### config.mk
export PLATFORM = sky130hd
export DESIGN_NAME = cmd_ctrl_flat
export DESIGN_NICKNAME = d
export VERILOG_FILES = /design/src/rtl/cmd_ctrl_pkg.sv /design/src/rtl/cmd_ctrl_if.sv /design/src/rtl/cmd_ctrl_timer.sv /design/src/rtl/cmd_ctrl.sv /design/src/flat_wrapper.sv
export SDC_FILE = /design/constraint.sdc
export NUM_CORES = 1
export LEC_CHECK = 0
export CAP_MARGIN = 20
export CORE_MARGIN = 10
export CORE_UTILIZATION = 45
export CTS_CLUSTER_SIZE = 8
export DETAILED_ROUTE_END_ITERATION = 16
export GPL_TIMING_DRIVEN = 0
export MAX_ROUTING_LAYER = met4
export PLACE_DENSITY = 0.72
export SLEW_MARGIN = 40
export SYNTH_ARGS = -nofsm -noshare
export SYNTH_HDL_FRONTEND = slang
export SYNTH_SLANG_ARGS = --single-unit
### constraint.sdc
create_clock -name CLK -period 3.25 [get_ports CLK]
set_input_delay 0.325 -clock CLK [delete_from_list [all_inputs] [get_ports CLK]]
set_output_delay 0.325 -clock CLK [all_outputs]
set_load 0.1 [all_outputs]
### src/rtl/cmd_ctrl_pkg.sv
// -----------------------------------------------------------------------------
// cmd_ctrl_pkg
// Shared definitions for the command controller: FSM state encoding, command
// opcodes and the register-file addresses used for ALU operands.
// -----------------------------------------------------------------------------
package cmd_ctrl_pkg;

    typedef enum logic [3:0] {
        IDLE     = 4'd0,
        WR_ADDR  = 4'd1,
        WR_DATA  = 4'd2,
        WR_EXEC  = 4'd3,
        RD_ADDR  = 4'd4,
        RD_WAIT  = 4'd5,
        RD_TX    = 4'd6,
        OPA      = 4'd7,
        OPA_WR   = 4'd8,
        OPB      = 4'd9,
        OPB_WR   = 4'd10,
        FUN      = 4'd11,
        ALU_WAIT = 4'd12,
        ALU_TX   = 4'd13
    } state_e;

    localparam logic [7:0] CMD_WR      = 8'hAA;
    localparam logic [7:0] CMD_RD      = 8'hBB;
    localparam logic [7:0] CMD_ALU_OP  = 8'hCC;
    localparam logic [7:0] CMD_ALU_NOP = 8'hDD;

    localparam int OPA_ADDR = 0;
    localparam int OPB_ADDR = 1;

    // States that are waiting for the next byte of a frame; only these can
    // be aborted by the inter-byte timeout.
    function automatic logic is_frame_wait(input state_e s);
        return s inside {WR_ADDR, WR_DATA, RD_ADDR, OPA, OPB, FUN};
    endfunction

endpackage

### src/rtl/cmd_ctrl_if.sv
// -----------------------------------------------------------------------------
// cmd_ctrl_if
// Bundle of every controller-facing signal: UART RX byte stream, ALU result
// and control, register-file port, TX FIFO push port and frame-error flag.
//   master : the controller (drives ALU/regfile/FIFO controls)
//   slave  : the surrounding system (drives RX bytes, results, FIFO_FULL)
// -----------------------------------------------------------------------------
interface cmd_ctrl_if #(
    parameter int DATA_W = 8,
    parameter int ADDR_W = 4,
    parameter int FUN_W  = 4
) ();

    logic [DATA_W-1:0]   RX_P_DATA;
    logic                RX_D_VLD;
    logic [2*DATA_W-1:0] ALU_OUT;
    logic                OUT_Valid;
    logic [DATA_W-1:0]   RdData;
    logic                RdData_Valid;
    logic                FIFO_FULL;
    logic [FUN_W-1:0]    ALU_FUN;
    logic                ALU_EN;
    logic                CLK_EN;
    logic [ADDR_W-1:0]   Address;
    logic                WrEn;
    logic                RdEn;
    logic [DATA_W-1:0]   WrData;
    logic                clk_div_en;
    logic [DATA_W-1:0]   FIFO_Wr_Data;
    logic                FIFO_Wr_INC;
    logic                Frame_Err;

    modport master (
        input  RX_P_DATA, RX_D_VLD, ALU_OUT, OUT_Valid, RdData, RdData_Valid, FIFO_FULL,
        output ALU_FUN, ALU_EN, CLK_EN, Address, WrEn, RdEn, WrData, clk_div_en,
               FIFO_Wr_Data, FIFO_Wr_INC, Frame_Err
    );

    modport slave (
        output RX_P_DATA, RX_D_VLD, ALU_OUT, OUT_Valid, RdData, RdData_Valid, FIFO_FULL,
        input  ALU_FUN, ALU_EN, CLK_EN, Address, WrEn, RdEn, WrData, clk_div_en,
               FIFO_Wr_Data, FIFO_Wr_INC, Frame_Err
    );

endinterface

### src/rtl/cmd_ctrl_timer.sv
// -----------------------------------------------------------------------------
// cmd_ctrl_timer
// Clearable saturating up-counter with a terminal flag.
//   CLK, RST : clock, asynchronous active-low reset
//   clr_i    : synchronous clear (wins over count)
//   en_i     : count enable
//   term_o   : count has reached TERM (counter holds there)
// -----------------------------------------------------------------------------
module cmd_ctrl_timer #(
    parameter int TERM = 1023
) (
    input  logic CLK,
    input  logic RST,
    input  logic clr_i,
    input  logic en_i,
    output logic term_o
);

    localparam int CW = $clog2(TERM + 1);

    logic [CW-1:0] cnt_q, cnt_d;

    assign term_o = (cnt_q == CW'(TERM));

    always_comb begin
        cnt_d = cnt_q;
        if (clr_i)
            cnt_d = '0;
        else if (en_i && !term_o)
            cnt_d = cnt_q + 1'b1;
    end

    always_ff @(posedge CLK or negedge RST) begin
        if (!RST) cnt_q <= '0;
        else      cnt_q <= cnt_d;
    end

endmodule

### src/rtl/cmd_ctrl.sv
// -----------------------------------------------------------------------------
// cmd_ctrl
// Byte-framed command decoder: register write (AA addr data), register read
// (BB addr), ALU with operands (CC opa opb fun), ALU without operands
// (DD fun). Drives the register file and gated ALU and pushes read data /
// RES_BYTES ALU result bytes (LSB first) into the TX FIFO.
// Ports:
//   CLK, RST : clock, asynchronous active-low reset
//   bus      : cmd_ctrl_if.master (RX bytes, ALU, regfile, TX FIFO, Frame_Err)
// Build option: define CMD_CTRL_TIMEOUT_EN to abort a frame whose next byte
// does not arrive within TIMEOUT_CYC cycles (pulses Frame_Err). Without it
// Frame_Err is tied low and a frame waits indefinitely.
// -----------------------------------------------------------------------------
module cmd_ctrl #(
    parameter int DATA_W      = 8,
    parameter int ADDR_W      = 4,
    parameter int FUN_W       = 4,
    parameter int RES_BYTES   = 2,
    parameter int TIMEOUT_CYC = 1023
) (
    input  logic       CLK,
    input  logic       RST,
    cmd_ctrl_if.master bus
);

    import cmd_ctrl_pkg::*;

    localparam logic LAST_IDX = 1'(RES_BYTES - 1);

    state_e              state_q, state_d;
    logic [ADDR_W-1:0]   addr_q, addr_d;
    logic [DATA_W-1:0]   wdata_q, wdata_d;
    logic [FUN_W-1:0]    fun_q, fun_d;
    logic [DATA_W-1:0]   rd_q, rd_d;
    logic [2*DATA_W-1:0] res_q, res_d;
    logic                idx_q, idx_d;
    logic                timeout;

    logic [FUN_W-1:0]    alu_fun;
    logic                alu_en;
    logic [ADDR_W-1:0]   address;
    logic                wr_en;
    logic                rd_en;
    logic [DATA_W-1:0]   wr_data;
    logic [DATA_W-1:0]   fifo_data;
    logic                fifo_inc;

`ifdef CMD_CTRL_TIMEOUT_EN
    logic frame_wait;
    logic tmr_clr;
    logic tmr_term;

    // Restart the gap count on every byte and on every state change so each
    // waiting state gets a full TIMEOUT_CYC window.
    assign frame_wait = is_frame_wait(state_q);
    assign tmr_clr    = bus.RX_D_VLD || (state_d != state_q) || !frame_wait;

    cmd_ctrl_timer #(.TERM(TIMEOUT_CYC)) u_timer (
        .CLK    (CLK),
        .RST    (RST),
        .clr_i  (tmr_clr),
        .en_i   (frame_wait),
        .term_o (tmr_term)
    );

    assign timeout = frame_wait && tmr_term;
`else
    assign timeout = 1'b0;
`endif

    // NOTE: every variable written here gets a default first; a path that
    // skips an assignment would otherwise infer a latch.
    always_comb begin
        state_d   = state_q;
        addr_d    = addr_q;
        wdata_d   = wdata_q;
        fun_d     = fun_q;
        rd_d      = rd_q;
        res_d     = res_q;
        idx_d     = idx_q;
        alu_fun   = '0;
        alu_en    = 1'b0;
        address   = '0;
        wr_en     = 1'b0;
        rd_en     = 1'b0;
        wr_data   = '0;
        fifo_data = '0;
        fifo_inc  = 1'b0;

        case (state_q)
            IDLE: begin
                if (bus.RX_D_VLD) begin
                    if      (bus.RX_P_DATA == DATA_W'(CMD_WR))      state_d = WR_ADDR;
                    else if (bus.RX_P_DATA == DATA_W'(CMD_RD))      state_d = RD_ADDR;
                    else if (bus.RX_P_DATA == DATA_W'(CMD_ALU_OP))  state_d = OPA;
                    else if (bus.RX_P_DATA == DATA_W'(CMD_ALU_NOP)) state_d = FUN;
                end
            end
            WR_ADDR: if (bus.RX_D_VLD) begin
                addr_d  = bus.RX_P_DATA[ADDR_W-1:0];
                state_d = WR_DATA;
            end
            WR_DATA: if (bus.RX_D_VLD) begin
                wdata_d = bus.RX_P_DATA;
                state_d = WR_EXEC;
            end
            WR_EXEC: begin
                wr_en   = 1'b1;
                address = addr_q;
                wr_data = wdata_q;
                state_d = IDLE;
            end
            RD_ADDR: if (bus.RX_D_VLD) begin
                addr_d  = bus.RX_P_DATA[ADDR_W-1:0];
                state_d = RD_WAIT;
            end
            RD_WAIT: begin
                rd_en   = 1'b1;
                address = addr_q;
                if (bus.RdData_Valid) begin
                    rd_d    = bus.RdData;
                    state_d = RD_TX;
                end
            end
            RD_TX: begin
                fifo_data = rd_q;
                if (!bus.FIFO_FULL) begin
                    fifo_inc = 1'b1;
                    state_d  = IDLE;
                end
            end
            OPA: if (bus.RX_D_VLD) begin
                wdata_d = bus.RX_P_DATA;
                state_d = OPA_WR;
            end
            OPA_WR: begin
                wr_en   = 1'b1;
                address = ADDR_W'(OPA_ADDR);
                wr_data = wdata_q;
                state_d = OPB;
            end
            OPB: if (bus.RX_D_VLD) begin
                wdata_d = bus.RX_P_DATA;
                state_d = OPB_WR;
            end
            OPB_WR: begin
                wr_en   = 1'b1;
                address = ADDR_W'(OPB_ADDR);
                wr_data = wdata_q;
                state_d = FUN;
            end
            FUN: if (bus.RX_D_VLD) begin
                fun_d   = bus.RX_P_DATA[FUN_W-1:0];
                state_d = ALU_WAIT;
            end
            ALU_WAIT: begin
                alu_en  = 1'b1;
                alu_fun = fun_q;
                if (bus.OUT_Valid) begin
                    res_d   = bus.ALU_OUT;
                    idx_d   = 1'b0;
                    state_d = ALU_TX;
                end
            end
            ALU_TX: begin
                fifo_data = idx_q ? res_q[2*DATA_W-1:DATA_W] : res_q[DATA_W-1:0];
                // The byte index only moves on an accepted push, so a full
                // FIFO simply repeats the same byte on a later cycle.
                if (!bus.FIFO_FULL) begin
                    fifo_inc = 1'b1;
                    if (idx_q == LAST_IDX) begin
                        idx_d   = 1'b0;
                        state_d = IDLE;
                    end else begin
                        idx_d   = 1'b1;
                    end
                end
            end
            default: state_d = IDLE;
        endcase

        if (timeout) state_d = IDLE;
    end

    // NOTE: sequential state uses non-blocking assignments so every register
    // samples the pre-edge values regardless of statement order.
    always_ff @(posedge CLK or negedge RST) begin
        if (!RST) begin
            state_q <= IDLE;
            addr_q  <= '0;
            wdata_q <= '0;
            fun_q   <= '0;
            rd_q    <= '0;
            res_q   <= '0;
            idx_q   <= 1'b0;
        end else begin
            state_q <= state_d;
            addr_q  <= addr_d;
            wdata_q <= wdata_d;
            fun_q   <= fun_d;
            rd_q    <= rd_d;
            res_q   <= res_d;
            idx_q   <= idx_d;
        end
    end

    assign bus.ALU_FUN      = alu_fun;
    assign bus.ALU_EN       = alu_en;
    assign bus.CLK_EN       = alu_en;
    assign bus.Address      = address;
    assign bus.WrEn         = wr_en;
    assign bus.RdEn         = rd_en;
    assign bus.WrData       = wr_data;
    assign bus.clk_div_en   = 1'b1;
    assign bus.FIFO_Wr_Data = fifo_data;
    assign bus.FIFO_Wr_INC  = fifo_inc;
    assign bus.Frame_Err    = timeout;

endmodule
### src/flat_wrapper.sv
// flat-port wrapper written by rule: the top's interface ports become plain ports
module cmd_ctrl_flat import cmd_ctrl_pkg::*;
#(
    parameter int DATA_W      = 8,
    parameter int ADDR_W      = 4,
    parameter int FUN_W       = 4,
    parameter int RES_BYTES   = 2,
    parameter int TIMEOUT_CYC = 1023
)
  (CLK, RST, bus_RX_P_DATA, bus_RX_D_VLD, bus_ALU_OUT, bus_OUT_Valid, bus_RdData, bus_RdData_Valid, bus_FIFO_FULL, bus_ALU_FUN, bus_ALU_EN, bus_CLK_EN, bus_Address, bus_WrEn, bus_RdEn, bus_WrData, bus_clk_div_en, bus_FIFO_Wr_Data, bus_FIFO_Wr_INC, bus_Frame_Err);
  cmd_ctrl_if #(.DATA_W(DATA_W), .ADDR_W(ADDR_W), .FUN_W(FUN_W)) bus_i ();
  input  logic CLK;
  input  logic RST;
  input wire logic [$bits(bus_i.RX_P_DATA)-1:0] bus_RX_P_DATA;
  input wire logic [$bits(bus_i.RX_D_VLD)-1:0] bus_RX_D_VLD;
  input wire logic [$bits(bus_i.ALU_OUT)-1:0] bus_ALU_OUT;
  input wire logic [$bits(bus_i.OUT_Valid)-1:0] bus_OUT_Valid;
  input wire logic [$bits(bus_i.RdData)-1:0] bus_RdData;
  input wire logic [$bits(bus_i.RdData_Valid)-1:0] bus_RdData_Valid;
  input wire logic [$bits(bus_i.FIFO_FULL)-1:0] bus_FIFO_FULL;
  output wire logic [$bits(bus_i.ALU_FUN)-1:0] bus_ALU_FUN;
  output wire logic [$bits(bus_i.ALU_EN)-1:0] bus_ALU_EN;
  output wire logic [$bits(bus_i.CLK_EN)-1:0] bus_CLK_EN;
  output wire logic [$bits(bus_i.Address)-1:0] bus_Address;
  output wire logic [$bits(bus_i.WrEn)-1:0] bus_WrEn;
  output wire logic [$bits(bus_i.RdEn)-1:0] bus_RdEn;
  output wire logic [$bits(bus_i.WrData)-1:0] bus_WrData;
  output wire logic [$bits(bus_i.clk_div_en)-1:0] bus_clk_div_en;
  output wire logic [$bits(bus_i.FIFO_Wr_Data)-1:0] bus_FIFO_Wr_Data;
  output wire logic [$bits(bus_i.FIFO_Wr_INC)-1:0] bus_FIFO_Wr_INC;
  output wire logic [$bits(bus_i.Frame_Err)-1:0] bus_Frame_Err;
  assign bus_i.RX_P_DATA = bus_RX_P_DATA;
  assign bus_i.RX_D_VLD = bus_RX_D_VLD;
  assign bus_i.ALU_OUT = bus_ALU_OUT;
  assign bus_i.OUT_Valid = bus_OUT_Valid;
  assign bus_i.RdData = bus_RdData;
  assign bus_i.RdData_Valid = bus_RdData_Valid;
  assign bus_i.FIFO_FULL = bus_FIFO_FULL;
  assign bus_ALU_FUN = bus_i.ALU_FUN;
  assign bus_ALU_EN = bus_i.ALU_EN;
  assign bus_CLK_EN = bus_i.CLK_EN;
  assign bus_Address = bus_i.Address;
  assign bus_WrEn = bus_i.WrEn;
  assign bus_RdEn = bus_i.RdEn;
  assign bus_WrData = bus_i.WrData;
  assign bus_clk_div_en = bus_i.clk_div_en;
  assign bus_FIFO_Wr_Data = bus_i.FIFO_Wr_Data;
  assign bus_FIFO_Wr_INC = bus_i.FIFO_Wr_INC;
  assign bus_Frame_Err = bus_i.Frame_Err;
  cmd_ctrl #(.DATA_W(DATA_W), .ADDR_W(ADDR_W), .FUN_W(FUN_W), .RES_BYTES(RES_BYTES), .TIMEOUT_CYC(TIMEOUT_CYC)) u_core (.CLK(CLK), .RST(RST), .bus(bus_i));
endmodule
* Word-level counts from Yosys, hierarchy flattened
Index checks and enable logic that the tools add are counted.
** Word-level totals
- Register bits :: 45
- Bits of input ports :: 38
** Operators by class
- Multiplexer cells :: 31
- Eq/ne operators :: 30
- Reductions and logical operators :: 14
** Operators by type and width (number)
- 2-to-1 mux 4 bit :: 17
- one-hot mux 4 bit (13 select lines) :: 1
- equality test 8 bit, second input constant :: 4
- equality test 4 bit, second input constant :: 6
- != test 2 bit, second input constant :: 11
- equality test 4 x 3 -> 1 bit, second input constant :: 4
- 2-to-1 mux 8 bit :: 2
- one-hot mux 8 bit (2 select lines) :: 1
- AND reduction 13 bit :: 1
- AND reduction 2 bit :: 5
- equality test 4 x 2 -> 1 bit, second input constant :: 2
- 2-to-1 mux 1 bit :: 8
- one-hot mux 4 bit (2 select lines) :: 1
- OR reduction 2 bit :: 3
- OR reduction 3 bit :: 2
- != test 5 x 1 -> 1 bit, second input constant :: 1
- equality test 4 x 1 -> 1 bit, second input constant :: 1
- zero test 4 bit :: 1
- AND reduction 3 bit :: 1
- != test 2 x 1 -> 1 bit, second input constant :: 1
- one-hot mux 1 bit (2 select lines) :: 1
- nonzero test 2 bit :: 1

* Logic depth before layout (Yosys ltp)
- Word-level depth :: 7
- Mapped depth :: 6

* Worst setup path after synthesis
No wires, ideal clock.
- Path kind :: reg2out
- Start point :: reg u_core.state_q[0]
- End point :: out bus_WrData[0]
- Slack :: -0.413 ns
- Arrival :: 3.338 ns
- Stages on the path, launching flop included :: 6
- Cell sequence :: dfrtp_1 -> buf_4 -> inv_2 -> nand2_1 -> a21oi_1 -> and2_1
** Between the ends
- Cells in the longest elaborated chain, start to end :: 3
- Elaborated cells between the ends (all ways) :: 5
- Those cells by class :: 3 x eq/ne; 1 x mux; 1 x reduce/logical
** Ends and longest elaborated chain
- from (decl) :: line cmd_ctrl.sv:30 : state_e state_q, state_d;
- from (signal assigned) :: line cmd_ctrl.sv:197 : state_q <= state_d;
- equality test 4 x 2 -> 1 bit or equality test 4 bit (tied branches) :: line cmd_ctrl.sv:90 : case (state_q)
- OR reduction 3 bit (no source line) *
- 2-to-1 mux 8 bit * :: line cmd_ctrl.sv:90
- to (decl) :: line flat_wrapper.sv:27 : output wire logic [$bits(bus_i.WrData)-1:0] bus_WrData;
Mark *: on every way between the ends. The rest lies on a longest branch, timed or not.

* Worst setup path after layout
- Start point :: reg u_core.state_q[3]
- End point :: out bus_FIFO_Wr_Data[2]
** Between the ends
- Cells in the longest elaborated chain, start to end :: 2
- Elaborated cells between the ends (all ways) :: 3
- Those cells by class :: 2 x eq/ne; 1 x mux
** Ends and longest elaborated chain
- equality test 4 bit or equality test 4 x 3 -> 1 bit (tied branches) :: line cmd_ctrl.sv:90
- one-hot mux 8 bit (2 select lines) * :: line cmd_ctrl.sv:90
- to (decl) :: line flat_wrapper.sv:29 : output wire logic [$bits(bus_i.FIFO_Wr_Data)-1:0] bus_FIFO_Wr_Data;
Marked as above.

==> impl_results.md <==
* Simple-gate share of the synthesized area at about 17%
* Wire per inst at ~18 µm
* CTS Buf Count at 5
* Leakage at about 1.6 nW
* Detail Route met3 WL at ~400 µm
* Critical path's slowest cell: buf_2
* Yosys cell types at 47
* Vias at 1,987
* Critical path class: register to primary output
* Clk pin slew, worst setup/hold paths at 0.10 ns
* Final setup fails at 0
* IR drop worst, VDD at a little under 900 µV
* Clk Latency, worst-skew pair at ~0.31 ns
* Post-CTS Resized at 0
* Top Layer Used: met4
* Rel. slew slack at 53.48%
* Syn-to-layout area delta at 28.93%
* Post-synthesis sequential area ratio at 44.36%
* CP Capture Type: primary output
* Tightest Pin Transition at roughly 0.70 ns
* Layout cells sized above 1 at a little under a third
* # fillers at 491
* Initial detailed-routing violation count at between 90 and 100
* Synth Flop Type: dfrtp_1
* Reg area at between 1000 and 1500 µm²
* Largest cells by area after synthesis: dfrtp_1, mux2_2, mux2_4
* Nets@finish at 339
* Peak Freq at approximately 0.37 GHz
* Crit path max fanout at 10
* Global Route Usage Sum at approximately 16%
* Compound-cell area share of the yosys netlist at 10.30%
* CP startpoint kind: register
* RSZ-0062 raised after global routing: no
* Diode count at 0
* Area of the die at between 9000 and 10,000 µm²
* Die Height at 95.11 µm
* XOR/XNOR Fraction of Synth Area at less than 1%
* Final period demand of the worst path at ~2.7 ns
* Clock Root Buffer: clkbuf_8
* Ports at 69
* HPWL Detailed at just over 5000 µm
* Core ar. at roughly 5500 µm²
* Final core occ at around 60%
* GP Congestion at ~0.91
* Post-route insts no fill at 374
* Synth Area in Adders at 0%
* Mapped Avg Cell Area at 11.23 µm²
* Final Slew Violations at 0
* Worst hold slack at about 0.44 ns
* Largest net degree at the start of global routing at 25
* DR pass1 iterations at 4
* H-tree depth at 2
* Top-area cell type share of the netlist area at 44.36%
* Data arrival time of the worst path at roughly 2.4 ns
* CTS max path bufs at 2
* Multi-input logic area at 1320 µm²
* Most common cell after layout, fill and taps aside: dfrtp_1
* Fin. Hold Viols at 0
* Cell taking the most area after synthesis: dfrtp_1
* Power density over cell area at 980.0 nW/µm²
* #FFs+latches synth at 45
* Largest family of logic cells by synthesized area: multiplexers
* Port Buf Inserts at between 60 and 70
* Vias in the first global route at 2,052
* Routed wl met2 at approximately 3000 µm
* Post-Syn Area at about 2500 µm²
* WL final at between 6000 and 7000 µm
* Total gr overflow at 0
* Initial antenna violation count at 0
* Starting Density at 46.10%
* Gate count after technology mapping at around 230
* Hold Crit Class: input pin to asynchronous set/reset pin
* Row count at 27
* Clk sinks at 45
* Mux share of post-synthesis cell area at around 23%
* CTS tree: done
* Die width at about 95 µm
* DRT antenna net count at 0
* Number of remaining DRC errors at 0
* Setup Skew at 0.006447 ns
* Most frequent cells in the layout: dfrtp_1, clkdlybuf4s50_1, buf_2, mux2_2, and2_1
* Synthesized net count at between 200 and 300
* Syn. warnings at 0
* Post-synth ARST share at between 90% and 100%
* Number of synthesized flops with an enable pin at 0
* CP max stage delay at 0.46 ns
* Max cap viols at 0
* Global-route wire length before repair at ~11,000 µm
* CP Cell Sequence: buf_6 > clkbuf_1 > nand3_1 > o21ai_0 > buf_2
* CP Data Required Time at 2.92 ns
* Tcrit/Tclk final at between 80% and 90%
* Outcome: finished, final reports clean
* Placed cells at ~370
* Met1 Wirelength at ~3200 µm
* Vias per cell at about 5.3
[final cells by class]
class | count | area share [%]
multi-input combinational | 165 | 40.33
clock inverter | 3 | 0.6498
clock buffer | 5 | 2.102
timing repair buffer | 68 | 16.82
inverter | 4 | 0.4587
buffer | 12 | 2.485
sequential | 45 | 34.40
tap | 72 | 2.752
[layer usage]
layer  up-vias  track usage, %
met3         6           3.614
met4         0           4.239
met5         -               -
li1        949               -
met2        71           23.64
met1       961           20.81
[cell usage after synthesis (2+ instances only)]
cell type and count:
a32oi_1 2, buf_2 2, nand3_1 5, and2_1 20, mux2i_1 10, o21ai_0 14
clkbuf_1 3, mux2_4 10, mux2_2 22, mux2_1 8, nor4_4 2, nor3_1 2
conb_1 2, a21oi_1 7, buf_6 2, dfrtp_1 45, nor2b_1 2, a31oi_1 3
buf_4 5, nor2_1 7, a211oi_2 2, and3_1 3, o21ai_1 2, o21bai_1 2
nand4_1 2, nor4_1 2, nand2_1 17, inv_2 2, inv_1 2, nand2_2 2
[registers in the layout (all words and copies together) (netlist names)]
| signal | flops |
|---|---|
| u_core.state_q | 4 |
| u_core.addr_q | 4 |
| u_core.wdata_q | 8 |
| u_core.res_q | 16 |
| u_core.fun_q | 4 |
| u_core.rd_q | 8 |
| u_core.idx_q | 1 |
[worst max-delay path, delay by kind of cell, from the launching register on]
| family | cells | cell delay [ns] |
|---|---|---|
| buffers and inverters | 3 | 0.97 |
| DFF | 1 | 0.41 |
| and+or+nand+nor | 1 | 0.39 |
| AOI/OAI and AO/OA | 1 | 0.29 |
[power by group]
group / total, mW / switching, mW / leakage, nW / internal (mW)
clock network: 0.370 / 0.217 / 0.0445 / 0.153
logic: 1.87 / 1.26 / 0.966 / 0.611
registers: 0.963 / 0.145 / 0.558 / 0.818
total: 3.21 / 1.63 / 1.57 / 1.58
[through the flow]
| stage | setup TNS, ns | area, µm² | power, mW | worst slack (ns) |
|---|---|---|---|---|
| floorplan | -1.983 | 2542 | 2.473 | -0.2479 |
| finish | 0 | 3273 | 3.208 | 0.5364 |
| CTS | 0 | 3273 | 3.215 | 0.5241 |
| global route | 0 | 3273 | 3.394 | 0.3507 |
| global placement | 0 | 3293 | 2.899 | 0.1824 |
| detailed placement | 0 | 3173 | 2.838 | 0.8840 |
[logic make-up after synthesis]
kind of cell / Yosys count
simple gates: 72
flops: 45
compound gates: 39
mux: 50
other cells: 2
buf+inv: 16
xor+xnor: 2
[timing repair]
item	in CTS	in global routing
endpoints found under the hold margin	21	0
buffers inserted	0	0
hold buffers	1	0
[worst paths after layout]
check                                        from                   to  slack, ns  depth (start not counted)
min in group CLK                  u_core.fun_q[1]      u_core.fun_q[1]       0.50                          1
worst min register to register    u_core.fun_q[1]      u_core.fun_q[1]       0.50                          1
max in group asynchronous                     RST    u_core.wdata_q[7]       2.39                          3
worst max register to register  u_core.state_q[2]     u_core.res_q[11]       1.48                          5
worst min-delay path                          RST      u_core.res_q[3]       0.44                          2
worst max-delay path            u_core.state_q[3]  bus_FIFO_Wr_Data[2]       0.54                          5
No activity file was read; power rests on OpenSTA's default activity.
